File: src/rtl/reorder_buffer.sv
// -----------------------------------------------------------------------------
// reorder_buffer
// Eight-entry circular reorder buffer. Issue allocates entries in program order
// at the tail. The CDB marks entries done out of order. Completed entries retire
// in order from the head through a registered commit port.
//
// Ports:
//   clk1, rst                         clock, asynchronous active-high reset
//   alloc_valid/alloc_dest            allocation request and destination register
//   alloc_ready/alloc_tag             not full / tag the next allocation receives
//   cdb_valid/cdb_tag/cdb_data        result broadcast
//   rd_tag -> rd_ready/rd_data        combinational operand lookup
//   flush                             synchronous discard of all entries
//   commit_valid/dest/data/tag        registered retirement port
//   count/empty/full                  occupancy, from the registered count
// -----------------------------------------------------------------------------
module reorder_buffer #(
   parameter int DEPTH  = 8,
   parameter int TAG_W  = 3,
   parameter int REG_W  = 4,
   parameter int DATA_W = 16
) (
   input  logic              clk1,
   input  logic              rst,
   input  logic              alloc_valid,
   input  logic [REG_W-1:0]  alloc_dest,
   output logic              alloc_ready,
   output logic [TAG_W-1:0]  alloc_tag,
   input  logic              cdb_valid,
   input  logic [TAG_W-1:0]  cdb_tag,
   input  logic [DATA_W-1:0] cdb_data,
   input  logic [TAG_W-1:0]  rd_tag,
   output logic              rd_ready,
   output logic [DATA_W-1:0] rd_data,
   input  logic              flush,
   output logic              commit_valid,
   output logic [REG_W-1:0]  commit_dest,
   output logic [DATA_W-1:0] commit_data,
   output logic [TAG_W-1:0]  commit_tag,
   output logic [TAG_W:0]    count,
   output logic              empty,
   output logic              full
);

   localparam logic [TAG_W:0] FULL_CNT = DEPTH[TAG_W:0];

   logic              valid_q [DEPTH];
   logic              valid_d [DEPTH];
   logic              done_q  [DEPTH];
   logic              done_d  [DEPTH];
   logic [REG_W-1:0]  dest_q  [DEPTH];
   logic [REG_W-1:0]  dest_d  [DEPTH];
   logic [DATA_W-1:0] data_q  [DEPTH];
   logic [DATA_W-1:0] data_d  [DEPTH];

   logic [TAG_W-1:0]  head_q, head_d;
   logic [TAG_W-1:0]  tail_q, tail_d;
   logic [TAG_W:0]    count_q, count_d;

   logic              cvalid_q, cvalid_d;
   logic [REG_W-1:0]  cdest_q, cdest_d;
   logic [DATA_W-1:0] cdata_q, cdata_d;
   logic [TAG_W-1:0]  ctag_q, ctag_d;

   logic              full_s;
   logic              alloc_acc_s;
   logic              commit_s;
   logic              cdb_wr_s;

   // Occupancy flags come only from the registered count, so a same-cycle
   // commit never frees a slot for a same-cycle allocation.
   assign full_s      = (count_q == FULL_CNT);
   assign full        = full_s;
   assign empty       = (count_q == '0);
   assign alloc_ready = !full_s;
   assign alloc_tag   = tail_q;
   assign count       = count_q;

   // Operand lookup reads registered state only; no same-cycle CDB bypass.
   assign rd_ready = valid_q[rd_tag] && done_q[rd_tag];
   assign rd_data  = data_q[rd_tag];

   assign commit_valid = cvalid_q;
   assign commit_dest  = cdest_q;
   assign commit_data  = cdata_q;
   assign commit_tag   = ctag_q;

   // Event qualification: flush suppresses allocation, writeback and commit.
   always_comb begin
      alloc_acc_s = alloc_valid && !full_s && !flush;
      commit_s    = valid_q[head_q] && done_q[head_q] && !flush;
      cdb_wr_s    = cdb_valid && valid_q[cdb_tag] && !flush;
   end

   // Per-entry next state. Allocation never targets a valid slot, and a commit
   // at head never coincides with allocation at the same index (that would need
   // the buffer to be both full and allocating).
   always_comb begin
      valid_d = valid_q;
      done_d  = done_q;
      dest_d  = dest_q;
      data_d  = data_q;
      for (int i = 0; i < DEPTH; i++) begin
         if (flush) begin
            valid_d[i] = 1'b0;
         end else begin
            if (commit_s && (head_q == TAG_W'(i))) begin
               valid_d[i] = 1'b0;
            end else begin
               valid_d[i] = valid_q[i];
            end
            if (alloc_acc_s && (tail_q == TAG_W'(i))) begin
               valid_d[i] = 1'b1;
               done_d[i]  = 1'b0;
               dest_d[i]  = alloc_dest;
            end else begin
               dest_d[i]  = dest_q[i];
            end
            if (cdb_wr_s && (cdb_tag == TAG_W'(i))) begin
               done_d[i] = 1'b1;
               data_d[i] = cdb_data;
            end else begin
               data_d[i] = data_q[i];
            end
         end
      end
   end

   // Pointers, count and the commit port next state.
   always_comb begin
      cvalid_d = commit_s;
      cdest_d  = cdest_q;
      cdata_d  = cdata_q;
      ctag_d   = ctag_q;
      if (flush) begin
         head_d  = '0;
         tail_d  = '0;
         count_d = '0;
      end else begin
         head_d  = head_q + {{(TAG_W-1){1'b0}}, commit_s};
         tail_d  = tail_q + {{(TAG_W-1){1'b0}}, alloc_acc_s};
         count_d = count_q + {{TAG_W{1'b0}}, alloc_acc_s}
                           - {{TAG_W{1'b0}}, commit_s};
      end
      if (commit_s) begin
         cdest_d = dest_q[head_q];
         cdata_d = data_q[head_q];
         ctag_d  = head_q;
      end else begin
         cdest_d = cdest_q;
      end
   end

   // State registers with asynchronous reset.
   always_ff @(posedge clk1 or posedge rst) begin
      if (rst) begin
         for (int i = 0; i < DEPTH; i++) begin
            valid_q[i] <= 1'b0;
            done_q[i]  <= 1'b0;
            dest_q[i]  <= '0;
            data_q[i]  <= '0;
         end
         head_q   <= '0;
         tail_q   <= '0;
         count_q  <= '0;
         cvalid_q <= 1'b0;
         cdest_q  <= '0;
         cdata_q  <= '0;
         ctag_q   <= '0;
      end else begin
         valid_q  <= valid_d;
         done_q   <= done_d;
         dest_q   <= dest_d;
         data_q   <= data_d;
         head_q   <= head_d;
         tail_q   <= tail_d;
         count_q  <= count_d;
         cvalid_q <= cvalid_d;
         cdest_q  <= cdest_d;
         cdata_q  <= cdata_d;
         ctag_q   <= ctag_d;
      end
   end

endmodule

File: config.mk
export PLATFORM = sky130hd
export DESIGN_NAME = reorder_buffer
export DESIGN_NICKNAME = d
export VERILOG_FILES = /design/src/rtl/reorder_buffer.sv
export SDC_FILE = /design/constraint.sdc
export NUM_CORES = 1
export LEC_CHECK = 0
export CAP_MARGIN = 15
export CORE_MARGIN = 2
export CORE_UTILIZATION = 65
export DETAILED_ROUTE_END_ITERATION = 6
export DONT_BUFFER_PORTS = 1
export PLACE_DENSITY = 0.88
export SLEW_MARGIN = 20
export SYNTH_ARGS = -nofsm -noshare
export SYNTH_HDL_FRONTEND = slang
export SYNTH_SLANG_ARGS = --single-unit
export TNS_END_PERCENT = 5
File: constraint.sdc
create_clock -name clk1 -period 11.3 [get_ports clk1]
set_clock_uncertainty 0.15 [all_clocks]
set_input_delay 2.26 -clock clk1 [delete_from_list [all_inputs] [get_ports clk1]]
set_output_delay 2.26 -clock clk1 [all_outputs]
set_load 0.02 [all_outputs]
==> impl_metrics.json <==
{
  "outcome": "completed",
  "crit_family": "compound AO/OA/AOI/OAI gates",
  "slew_headroom_pct": 20.3,
  "final_util_pct": 71.3,
  "crit_fanout": 37,
  "syn_nets": 715,
  "synth-seq-area-share_pct": 49.9,
  "tightest_slew_ps": 1200,
  "fin_tns_setup_ps": 0,
  "final_common_cell": "mux2_2",
  "h-tree-depth": 1,
  "dp_hpwl_microns": 13600,
  "clk_latency_ps": 490,
  "crit_path_start_kind": "input pin",
  "power.switching_mw": 0.467,
  "fmax_mhz": 171,
  "layout_common_cells": "mux2_2 (216), dfrtp_1 (208), mux4_2 (50)",
  "synth_edf_count": 0,
  "ff2ff_path_depth": 11,
  "num_rows": 46,
  "cts_buffers": 22,
  "hp-start": "done_q[3]",
  "grt_pass1_wl_microns": 36700,
  "synth_cells": 673,
  "sw_frac_of_total_pct": 24.9,
  "post_cts_resized": 0,
  "globalplace.congestion": 0.880,
  "ir_drop_v": 0.000111,
  "hold_viol": 0,
  "hold_class": "reg -> reg",
  "wl_per_cell_microns": 25.6,
  "multi_input_area_sq_um": 4950,
  "grtUsageTotal_pct": 27.2,
  "maxCapViolCount": 0,
  "drv_slew": 0,
  "path_clk_slew_ps": 60,
  "num_vias": 6065,
  "cp.depth": 2,
  "nFillCells": 993,
  "critical_path.max_stage_delay_ps": 690,
  "hold_buffers": 0,
  "rsz0062_at_grt": "no",
  "worstSetupPathType": "in -> out",
  "path_buf_inv": 0,
  "async_flop_share_pct": 100,
  "cts.sinks": 210,
  "critPathCaptureType": "output pin",
  "die_area_sq_um": 17300,
  "critPathArrivalTime_ps": 3430,
  "whs_ps": 337,
  "hold_depth": 1,
  "r2r-start": "head_q[0]",
  "sequentialPowerShare_pct": 49.1,
  "die_x_microns": 131,
  "synth_flop_cell": "dfrtp_1",
  "syn_area_sq_um": 10500,
  "wl_microns": 22800,
  "layoutNonFillerInstCount": 890,
  "avgViaCountPerCell": 6.81,
  "dp_cells": 849,
  "first_pass_iters": 5,
  "drive_above_1_share_pct": 47.8,
  "io_buffers": 0,
  "finalNetCount": 699,
  "antenna_found_initial": 0,
  "power.internal_mw": 1.40,
  "drtIter0Drc": 498,
  "ys.warnings.count": 0,
  "setup_viol": 0,
  "yosysTopAreaCell": "dfrtp_1",
  "seqCellArea_sq_um": 5260,
  "worstPathRequired_ps": 8890,
  "cts_buffer_depth": 3,
  "coreArea_sq_um": 15900,
  "cp_slowest_cell": "o21ai_0",
  "fin_crit_ps": 5840,
  "cts_root_buf": "clkbuf_16",
  "rrSetupSlack_ps": 7770,
  "cts_tree": "done",
  "final_antenna_net_count": 0,
  "synth-seq-cells": 210,
  "post_cts_buffers": 0,
  "startpoint": "rd_tag[0]",
  "power.density_nw_per_um2": 165,
  "grt_pass1_vias": 6652,
  "grt_max_degree": 144,
  "start_util_pct": 66.4,
  "critical_path.cell_chain": "mux4_2 -> o21ai_0",
  "fin_crit_sh_pct": 51.6,
  "die_h_microns": 131,
  "p_comb_share_pct": 11.8,
  "syn2layout_area_growth_pct": 7.41,
  "synth.avg_cell_area_sq_um": 15.7,
  "clock_power_share_pct": 39.1,
  "post-route-drc-count": 0,
  "grt_remaining_overflow": 0,
  "p_leak_nw": 5.42,
  "ys_types": 33,
  "synth_top_area_share_pct": 49.9,
  "netlist_top_cells_area": "dfrtp_1 (50%), mux2_2 (23%), mux4_2 (11%), mux4_1 (5.7%), ha_1 (1.2%)",
  "ios": 82
}
synth_stat cells, drive strengths merged, types with 6 or more instances:
library cell,n
and3,6
ha,10
and2,6
nand2,19
nand3,11
inv,16
mux2,218
dfrtp,210
o211ai,6
buf,36
nor2,10
o21ai,8
clkbuf,9
mux4,73
nor2b,9
kinds of logic (layout without fill, tap and decap cells):
| kind of cell | after synthesis | after routing | synth area share, % |
|---|---|---|---|
| mux | 291 | 291 | 39.7 |
| other cells | 0 | 1 | 0 |
| buf+inv | 61 | 61 | 3.23 |
| simple gates | 68 | 68 | 3.57 |
| xor+xnor | 4 | 4 | 0.332 |
| compound gates | 28 | 28 | 1.93 |
| fa+ha+maj | 11 | 11 | 1.38 |
| flops | 210 | 210 | 49.9 |
area by class of cell:
type	count	area share [%]
tap	216	2.39
clock inverter	7	0.751
antenna	1	0.0221
clock buffer	33	5.77
multi-input combinational	402	43.7
timing repair buffer	5	0.332
inverter	16	0.597
sequential	210	46.4
metal layers:
layer  vias to the layer above  routed length (microns)  share of wire (%)  GRT usage (%)
met4                         0                      589                2.6           9.66
li1                       2525                        -                  -              -
met1                      3214                     9010                 40           36.3
met2                       264                    11700                 51           45.6
met3                        62                     1500                6.6           4.98
met5                         -                        0                  0              0
registers in the layout, summed over array words and instances (netlist names), 3 cells and up:
name	flops
alloc_tag	3
done_q	8
data_q	128
valid_q	8
count	4
head_q	3
commit_data	16
commit_dest	4
commit_tag	3
dest_q	32
final timing paths:
kind                         endpoint
max                          rd_ready
min                         done_q[3]
max reg2reg                  count[2]
min reg2reg                 done_q[3]
max in group asynchronous  data_q[10]
min in group asynchronous  dest_q[20]
power by group through the flow:
stage                     clock (mW)  combinational, mW  sequential [mW]
after floorplan                    0              0.198            0.910
after global placement             0              0.211            0.926
after detailed placement           0              0.222            0.932
after CTS                      0.742              0.224            0.919
after global routing           0.774              0.243            0.928
final                          0.733              0.220            0.919
through the flow:
step	power (mW)	setup WS, ps	instance area (sq um)
6_report	1.87	5460	11300
5_1_grt	1.94	5370	11300
4_1_cts	1.89	5450	11300
3_5_place_dp	1.15	5450	10600
3_3_place_gp	1.14	5450	10600
2_1_floorplan	1.11	3150	10500
worst register-to-register path, cell delays in order, from the launching register on:
cell and delay [ps]:
dfrtp_2 730, o21ai_0 230, o2111ai_2 380, and2_1 200, buf_4 380, inv_1 170
ha_1 310, inv_1 40, ha_1 200, fa_1 410, xnor2_1 170, nor2_1 60
Power figures use the tool's default switching activity.
